$ cat src/rtl/multibanco_ctrl.sv
// ATM transaction controller: card/PIN sequencing with lockout, withdrawal against a stored
// balance, and a sequential binary-to-BCD balance converter. Deposits enabled by MULTIBANCO_DEPOSIT_EN.
module multibanco_ctrl #(
  parameter int unsigned PIN_W      = 16,
  parameter int unsigned SALDO_W    = 12,
  parameter int unsigned BCD_DIG    = 4,
  parameter int unsigned MAX_TRIES  = 3,
  parameter int unsigned INIT_SALDO = 100
) (
  input  logic                   clk,
  input  logic                   rst_n,
  input  logic                   card_in,
  input  logic [PIN_W-1:0]       pin,
  input  logic                   pin_vld,
  input  logic [PIN_W-1:0]       cod,
  input  logic [SALDO_W-1:0]     val,
  input  logic                   val_vld,
  input  logic                   op,
  output logic [2:0]             ecra,
  output logic [SALDO_W-1:0]     saldo,
  output logic [4*BCD_DIG-1:0]   saldo_bcd,
  output logic                   bcd_rdy,
  output logic                   disp,
  output logic                   lock
);

  localparam int unsigned BCD_W = 4 * BCD_DIG;
  localparam int unsigned TRY_W = $clog2(MAX_TRIES + 1);
  localparam int unsigned CNT_W = $clog2(SALDO_W + 1);

  localparam logic [2:0] MSG_INSERT = 3'd0;
  localparam logic [2:0] MSG_PIN    = 3'd1;
  localparam logic [2:0] MSG_BADPIN = 3'd2;
  localparam logic [2:0] MSG_VALUE  = 3'd3;
  localparam logic [2:0] MSG_REJECT = 3'd4;
  localparam logic [2:0] MSG_WD_OK  = 3'd5;
  localparam logic [2:0] MSG_LOCKED = 3'd6;
  localparam logic [2:0] MSG_DEP_OK = 3'd7;

  typedef enum logic [2:0] {IDLE, PIN_WAIT, VAL_WAIT, CHECK, DONE, LOCKED} state_t;

  state_t             state, state_nxt;
  logic [2:0]         ecra_nxt;
  logic [SALDO_W-1:0] saldo_nxt, val_q, val_nxt;
  logic               disp_nxt, lock_nxt, saldo_upd;
  logic [TRY_W-1:0]   tries, tries_nxt;

`ifdef MULTIBANCO_DEPOSIT_EN
  logic               op_q, op_nxt;
  logic [SALDO_W:0]   sum_c;
  assign sum_c = {1'b0, saldo} + {1'b0, val_q};
`else
  logic               unused_op;
  assign unused_op = op;
`endif

  // State and registered outputs
  always_ff @(posedge clk or negedge rst_n) begin
    if (!rst_n) begin
      state <= IDLE;
      ecra  <= MSG_INSERT;
      saldo <= SALDO_W'(INIT_SALDO);
      disp  <= 1'b0;
      lock  <= 1'b0;
      tries <= '0;
      val_q <= '0;
`ifdef MULTIBANCO_DEPOSIT_EN
      op_q  <= 1'b0;
`endif
    end else begin
      state <= state_nxt;
      ecra  <= ecra_nxt;
      saldo <= saldo_nxt;
      disp  <= disp_nxt;
      lock  <= lock_nxt;
      tries <= tries_nxt;
      val_q <= val_nxt;
`ifdef MULTIBANCO_DEPOSIT_EN
      op_q  <= op_nxt;
`endif
    end
  end

  // Next state and output values
  always_comb begin
    state_nxt = state;
    ecra_nxt  = ecra;
    saldo_nxt = saldo;
    disp_nxt  = 1'b0;
    lock_nxt  = lock;
    tries_nxt = tries;
    val_nxt   = val_q;
    saldo_upd = 1'b0;
`ifdef MULTIBANCO_DEPOSIT_EN
    op_nxt    = op_q;
`endif
    case (state)
      IDLE: begin
        if (card_in) begin
          state_nxt = PIN_WAIT;
          ecra_nxt  = MSG_PIN;
        end
      end
      PIN_WAIT: begin
        if (pin_vld) begin
          if (pin == cod) begin
            state_nxt = VAL_WAIT;
            ecra_nxt  = MSG_VALUE;
            tries_nxt = '0;
          end else begin
            tries_nxt = tries + TRY_W'(1);
            if (tries_nxt >= TRY_W'(MAX_TRIES)) begin
              state_nxt = LOCKED;
              ecra_nxt  = MSG_LOCKED;
              lock_nxt  = 1'b1;
            end else begin
              ecra_nxt  = MSG_BADPIN;
            end
          end
        end
      end
      VAL_WAIT: begin
        if (val_vld) begin
          val_nxt   = val;
`ifdef MULTIBANCO_DEPOSIT_EN
          op_nxt    = op;
`endif
          state_nxt = CHECK;
        end
      end
      CHECK: begin
        // Rejection is the fallback; accepted requests overwrite it below
        state_nxt = VAL_WAIT;
        ecra_nxt  = MSG_REJECT;
        if (val_q != '0) begin
`ifdef MULTIBANCO_DEPOSIT_EN
          if (op_q) begin
            if (!sum_c[SALDO_W]) begin
              saldo_nxt = sum_c[SALDO_W-1:0];
              saldo_upd = 1'b1;
              ecra_nxt  = MSG_DEP_OK;
              state_nxt = DONE;
            end
          end else
`endif
          if (val_q <= saldo) begin
            saldo_nxt = saldo - val_q;
            saldo_upd = 1'b1;
            disp_nxt  = 1'b1;
            ecra_nxt  = MSG_WD_OK;
            state_nxt = DONE;
          end
        end
      end
      DONE: begin
      end
      LOCKED: begin
        lock_nxt = 1'b1;
        ecra_nxt = MSG_LOCKED;
      end
      default: state_nxt = IDLE;
    endcase
    // Card removal aborts everything except lockout and an in-flight check
    if (!card_in && state != LOCKED && state != CHECK) begin
      state_nxt = IDLE;
      ecra_nxt  = MSG_INSERT;
      tries_nxt = tries;
      lock_nxt  = lock;
      val_nxt   = val_q;
    end
  end

  // Double-dabble converter: SALDO_W shift cycles, then publish
  logic [SALDO_W-1:0] bin_sh;
  logic [BCD_W-1:0]   acc, acc_adj;
  logic [CNT_W-1:0]   cnt;
  logic               run;

  always_comb begin
    acc_adj = acc;
    for (int d = 0; d < int'(BCD_DIG); d++) begin
      if (acc[4*d +: 4] >= 4'd5) acc_adj[4*d +: 4] = acc[4*d +: 4] + 4'd3;
    end
  end

  always_ff @(posedge clk or negedge rst_n) begin
    if (!rst_n) begin
      bin_sh    <= SALDO_W'(INIT_SALDO);
      acc       <= '0;
      cnt       <= CNT_W'(SALDO_W);
      run       <= 1'b1;
      saldo_bcd <= '0;
      bcd_rdy   <= 1'b0;
    end else if (saldo_upd) begin
      bin_sh  <= saldo_nxt;
      acc     <= '0;
      cnt     <= CNT_W'(SALDO_W);
      run     <= 1'b1;
      bcd_rdy <= 1'b0;
    end else if (run) begin
      if (cnt != '0) begin
        acc    <= {acc_adj[BCD_W-2:0], bin_sh[SALDO_W-1]};
        bin_sh <= bin_sh << 1;
        cnt    <= cnt - CNT_W'(1);
      end else begin
        saldo_bcd <= acc;
        bcd_rdy   <= 1'b1;
        run       <= 1'b0;
      end
    end
  end

endmodule
$ cat config.mk
export PLATFORM = sky130hd
export DESIGN_NAME = multibanco_ctrl
export DESIGN_NICKNAME = d
export VERILOG_FILES = /design/src/rtl/multibanco_ctrl.sv
export SDC_FILE = /design/constraint.sdc
export NUM_CORES = 1
export LEC_CHECK = 0
export ABC_AREA = 1
export CORE_MARGIN = 2
export CORE_UTILIZATION = 45
export DETAILED_ROUTE_END_ITERATION = 10
export PLACE_DENSITY_LB_ADDON = 0.15
export SLEW_MARGIN = 20
export SYNTH_ARGS = -nofsm -noshare
export SYNTH_HDL_FRONTEND = slang
export SYNTH_SLANG_ARGS = --single-unit
$ cat constraint.sdc
create_clock -name clk -period 2.3 [get_ports clk]
set_input_delay 0.46 -clock clk [delete_from_list [all_inputs] [get_ports clk]]
set_output_delay 0.46 -clock clk [all_outputs]
set_load 0.02 [all_outputs]
==> results.sh, run 1 <==
export IMPL_status="finished clean"
export IMPL_yosysMostFrequentCell="nand2_1"
export IMPL_place_gp_congestion=0.826
export IMPL_antenna_found_initial=0
export IMPL_crit_type="register to register"
export IMPL_tightest_slew_ns=0.558
export IMPL_cts_tree="yes"
export IMPL_postSynthAreaPerCell_um2=7.68
export IMPL_ant_nets=0
export IMPL_clk_latency_ns=0.36
export IMPL_r2r_end="saldo_bcd[5]"
export IMPL_die_w_um=107
export IMPL_crit_top_cell="nand2_1"
export IMPL_hold_buffers=0
export IMPL_async_reset_ff_share_pct=100
export IMPL_io_buffer_count=82
export IMPL_grt_ovfl_total=0
export IMPL_grt_usage_pct=20.0
export IMPL_synth_top_cell_by_area="dfrtp_1"
export IMPL_die_height_um=107
export IMPL_core_um2=10300
export IMPL_cts_buffers=9
export IMPL_synth_area_um2=4790
export IMPL_critPathBufInv=3
export IMPL_worst_hold_slack_ns=0.131
export IMPL_cp_end_kind="register"
export IMPL_worstPathArrival_ns=2.44
export IMPL_worst_r2r_cell_count=13
export IMPL_synth_edf_count=0
export IMPL_post_drt_wl_per_cell_um=12.3
export IMPL_synth_area_top_cells="dfrtp_1 39%, nand2_1 13%, inv_1 7.0%, ha_1 5.7%, nor2_1 5.7%"
export IMPL_slew_headroom_pct=62.4
export IMPL_diodes=0
export IMPL_cts_sinks=84
export IMPL_critPathSlowestCell="dfstp_2"
export IMPL_wl_um=10700
export IMPL_fmax_ghz=0.457
export IMPL_die_area_um2=11500
export IMPL_ys_seq_area_share_pct=44.1
export IMPL_crit_fanout=32
export IMPL_multi_input_area_um2=2280
export IMPL_yosysWarnings=0
export IMPL_finalHoldViolations=0
export IMPL_area_delta_synth_final_pct=29.2
export IMPL_max_cap_viol_count=0
export IMPL_final_nets=802
export IMPL_grt_max_degree=85
export IMPL_clkTransAtPathRegs_ns=0.10
export IMPL_synth_distinct_cells=35
export IMPL_p_per_area_nw_per_um2=498
export IMPL_ir_drop_uv=291
export IMPL_synthCells=624
export IMPL_cp_start_kind="register"
export IMPL_ctsHtreeMaxLevel=3
export IMPL_synth_nets=697
export IMPL_hold_class="input pin to asynchronous set/reset pin"
export IMPL_ff2ff_setup_slack_ns=0.11
export IMPL_period_needed_ns=2.19
export IMPL_synth_top_area_share_pct=39.1
export IMPL_power_leakage_uw=0.00319
export IMPL_drt_iter0_markers=156
export IMPL_grt_pass1_vias=4092
export IMPL_crit_cells=13
export IMPL_rows=37
export IMPL_timing_critical_path_required_ns=2.55
export IMPL_nFillCells=948
export IMPL_vias_per_cell=4.84
export IMPL_seq_area_um2=2110
export IMPL_clock_path_buffers=2
export IMPL_yosys_top_cells_count="165 x nand2_1, 90 x inv_1, 75 x dfrtp_1, 73 x nor2_1, 37 x o21ai_0"
export IMPL_instances_no_fill=870
export IMPL_grt_pass1_wl_um=18400
export IMPL_cp_cell_sequence="ha_1 > nand2_1 > clkinv_1 > nand2_1 > nand3_1 > nand3_2 > nand2_4 > buf_12 > nand3_2 > nand2_2 > buf_12 > nand2_1 > o21ai_1"
export IMPL_synth_main_ff_cell="dfrtp_1"
export IMPL_start_util_pct=46.4
export IMPL_fin_skew_ns=0.0137
export IMPL_rr_startpoint="saldo[2]"
export IMPL_drc=0
export IMPL_io_pins=84
export IMPL_slowest_delay_ns=0.59
export IMPL_ctsRootBufferMaster="clkbuf_8"
export IMPL_ys_ff_latch=84
export IMPL_setup_violations=0
export IMPL_crit_family="simple AND/OR/NAND/NOR gates"
export IMPL_postLayoutCoreUtil_pct=60.0
export IMPL_dp_hpwl_um=7900
export IMPL_dp_cells=848
export IMPL_vias=4212
export IMPL_dr_pass1_iters=4
export IMPL_layout_drive_gt1_share_pct=10.5
export IMPL_slew_violations=0
export IMPL_period_share_pct=95.2
==> through the flow <==
stage / total power [µW] / area [µm²] / TNS [ns] / worst slack, ns
final: 3080 / 6190 / 0 / 0.111
after global routing: 3250 / 6190 / -0.000115 / -0.000115
after CTS: 3130 / 6130 / 0 / 0.0119
after detailed placement: 2020 / 5890 / 0 / 0.00326
after global placement: 2000 / 5890 / 0 / 0.0432
after floorplan: 1820 / 4790 / 0 / 0.0546
==> power by group <==
group          switching (µW)  internal [µW]
combinational             227            194
sequential               38.5           1520
clock                     577            521
==> worst max path at each step <==
| stage | start | to | slack, ns |
|---|---|---|---|
| after global routing | saldo[2] | saldo_bcd[5] | -0.0001 |
| final | saldo[2] | saldo_bcd[5] | 0.11 |
| after detailed placement | val_q[0] | cnt[1] | 0.003 |
| after global placement | val_q[0] | cnt[0] | 0.04 |
| after floorplan | saldo[0] | cnt[0] | 0.05 |
| after CTS | val_q[0] | cnt[0] | 0.01 |
==> cell type report <==
cell class | instances | area share, %
clock inverter | 7 | 1.31
multi-input combinational | 432 | 36.8
clock buffer | 9 | 2.00
tap | 136 | 2.75
sequential | 84 | 34.1
timing repair buffer | 106 | 17.1
inverter | 96 | 5.88
==> flip-flops by register name, indices dropped and copies added, names as in the netlist <==
register	flops
saldo_bcd	16
acc	16
ecra	3
tries	2
disp	1
val_q	12
run	1
cnt	4
bcd_rdy	1
state	3
saldo	12
bin_sh	12
lock	1
==> per-layer routing <==
layer,vias up,GRT usage (%),wire (µm)
met5,-,0,0
met4,0,6.86,192
met3,16,4.44,438
met2,83,32.7,5010
met1,1946,26.1,5080
li1,2167,-,-
==> timing repair <==
item,in CTS,in global routing
pin swaps,0,5
hold endpoints to repair,0,0
resized for setup,2,10
setup buffers,2,3
gates cloned,1,0
endpoints found under the setup margin,6,42
==> placed cells by master, fill, tap and decap left out, types with 3 or more instances in the layout <==
master / count
buf_4: 20
nand4_1: 8
xor2_1: 28
clkdlybuf4s50_1: 81
ha_1: 21
clkbuf_8: 9
xnor2_1: 4
nand3_2: 3
dfrtp_1: 75
o21ai_0: 37
nor3_1: 3
nand3_1: 25
dfstp_2: 9
inv_6: 3
nand2_1: 163
o211ai_1: 3
inv_1: 88
inv_2: 6
a21oi_1: 24
nand2_4: 3
nor2_1: 73
o21ai_1: 18
buf_12: 5
==> cell families after synthesis <==
family | share of synthesized area (%)
fa+ha+maj | 6.16
mux | 0.235
xor+xnor | 5.85
simple gates | 24.4
compound gates | 9.92
flops | 44.1
buf+inv | 9.34
(Power assumes the default switching activity.)
==> inputs of run 2 (changes only) <==
--- a/config.mk
+++ b/config.mk
@@ -7,7 +7,7 @@
 export LEC_CHECK = 0
 export ABC_AREA = 1
 export CORE_MARGIN = 2
-export CORE_UTILIZATION = 45
+export CORE_UTILIZATION = 30
 export DETAILED_ROUTE_END_ITERATION = 10
 export PLACE_DENSITY_LB_ADDON = 0.15
 export SLEW_MARGIN = 20
==> results.sh, run 2 (synthesis gave the netlist of run 1 again) <==
export IMPL_finalHoldViolations=0
export IMPL_start_util_pct=30.4
export IMPL_dp_hpwl_um=8930
export IMPL_diodes=0
export IMPL_crit_type="register to register"
export IMPL_power_leakage_uw=0.00331
export IMPL_place_gp_congestion=0.860
export IMPL_cp_cell_sequence="ha_2 > nand2_2 > inv_1 > nand2_1 > nand2_1 > a21oi_2 > nand2_4 > buf_12 > nand3_4 > nand2_4 > buf_12 > nand2_1 > o21ai_1"
export IMPL_cts_tree="yes"
export IMPL_crit_top_cell="nand2_1"
export IMPL_critPathBufInv=3
export IMPL_mostFrequentLayoutCells="163 x nand2_1, 90 x inv_1, 81 x clkdlybuf4s50_1"
export IMPL_cts_sinks=84
export IMPL_ff2ff_setup_slack_ns=0.12
export IMPL_timing_critical_path_required_ns=2.53
export IMPL_core_um2=15800
export IMPL_hold_class="input pin to asynchronous set/reset pin"
export IMPL_r2r_end="saldo_bcd[9]"
export IMPL_rows=46
export IMPL_p_per_area_nw_per_um2=558
export IMPL_max_cap_viol_count=0
export IMPL_dr_pass1_iters=4
export IMPL_vias_per_cell=4.37
export IMPL_clock_path_buffers=2
export IMPL_worst_r2r_cell_count=13
export IMPL_final_nets=809
export IMPL_layout_commonest_cell="nand2_1"
export IMPL_die_height_um=130
export IMPL_post_drt_wl_per_cell_um=12.5
export IMPL_drc=0
export IMPL_clk_latency_ns=0.34
export IMPL_die_area_um2=17000
export IMPL_die_w_um=130
export IMPL_cts_buffers=9
export IMPL_rr_startpoint="saldo[6]"
export IMPL_io_buffer_count=82
export IMPL_ctsHtreeMaxLevel=3
export IMPL_cp_start_kind="register"
export IMPL_grt_ovfl_total=0
export IMPL_period_share_pct=94.8
export IMPL_worst_hold_slack_ns=0.0549
export IMPL_wl_um=12000
export IMPL_clkTransAtPathRegs_ns=0.06
export IMPL_fin_skew_ns=0.00419
export IMPL_period_needed_ns=2.18
export IMPL_grt_usage_pct=15.5
export IMPL_fmax_ghz=0.459
export IMPL_io_pins=84
export IMPL_slew_headroom_pct=70.9
export IMPL_ir_drop_uv=323
export IMPL_slew_violations=0
export IMPL_grt_max_degree=31
export IMPL_vias=4183
export IMPL_crit_fanout=16
export IMPL_finalPower_uw=3650
export IMPL_worstPathArrival_ns=2.41
export IMPL_critPathSlowestCell="dfstp_2"
export IMPL_status="finished clean"
export IMPL_layout_drive_gt1_share_pct=11.5
export IMPL_antenna_found_initial=0
export IMPL_drt_iter0_markers=213
export IMPL_ant_nets=0
export IMPL_crit_family="simple AND/OR/NAND/NOR gates"
export IMPL_tightest_slew_ns=0.436
export IMPL_largestRegisters="acc x16, saldo_bcd x16"
export IMPL_hold_buffers=0
export IMPL_area_delta_synth_final_pct=36.6
export IMPL_ctsRootBufferMaster="clkbuf_16"
export IMPL_slowest_delay_ns=0.55
export IMPL_grt_pass1_wl_um=20600
export IMPL_grt_pass1_vias=4304
export IMPL_cp_end_kind="register"
export IMPL_setup_violations=0
==> run 2: cell types whose count changed in the layout (fill, tap and decap cells not counted), moves of 2 or more <==
cell / before / now
buf_4: 20 / 24
buf_6: 0 / 2
bufinv_16: 1 / 3
clkbuf_16: 0 / 9
clkbuf_8: 9 / 0
ha_1: 21 / 18
ha_4: 0 / 2
inv_1: 88 / 90
inv_6: 3 / 1
nand3_4: 1 / 3
o21ai_1: 18 / 20
==> run 2: how the worst max path moves through the flow <==
stage	start	end	slack, ns	cells after the start
3_3_place_gp	saldo[0]	saldo[1]	-0.01	12
3_5_place_dp	saldo[0]	saldo[1]	-0.07	12
2_1_floorplan	saldo[0]	cnt[0]	0.05	13
4_1_cts	saldo[0]	saldo[1]	0.04	12
5_1_grt	saldo[6]	saldo_bcd[3]	-0.002	13
6_report	saldo[6]	saldo_bcd[9]	0.12	13
==> run 2: metal layers <==
layer | global-route usage (%) | part of all wire (%)
met5 | 0 | 0
met2 | 27.0 | 49
met4 | 5.26 | 1.8
met1 | 18.9 | 46
met3 | 3.50 | 3.3
==> run 2: area by class of cell <==
type	count	area, µm²
fillers	1628	9220
multi-input cells	432	2320
flip-flops and latches	84	2110
repair buffers	113	1140
inverters	96	360
well taps	216	270
clock buffers	10	229
clock inverters	6	111
==> run 2: where the power goes <==
part / internal [µW] / switching [µW] / leakage [µW]
Clock: 1060 / 595 / 0.000163
Sequential: 1530 / 40.1 / 0.00107
Combinational: 197 / 234 / 0.00207
Total: 2790 / 869 / 0.00331
==> run 2: per-stage QoR <==
step	setup slack, ns	TNS (ns)	area (µm²)	utilization, %	instances
4_1_cts	0.0367	0	6490	41.1	957
3_5_place_dp	-0.0677	-0.269	6040	38.3	935
3_3_place_gp	-0.0112	-0.0192	6040	38.3	935
5_1_grt	-0.00160	-0.00160	6550	41.5	957
6_report	0.119	0	6550	41.5	957
2_1_floorplan	0.0546	0	4790	-	624
==> run 2: repair_timing <==
| item | CTS | global route |
|---|---|---|
| resized for setup | 7 | 12 |
| endpoints found under the setup margin | 23 | 54 |
| pin swaps | 2 | 3 |
| buffers inserted | 4 | 0 |
| cloned | 2 | 0 |
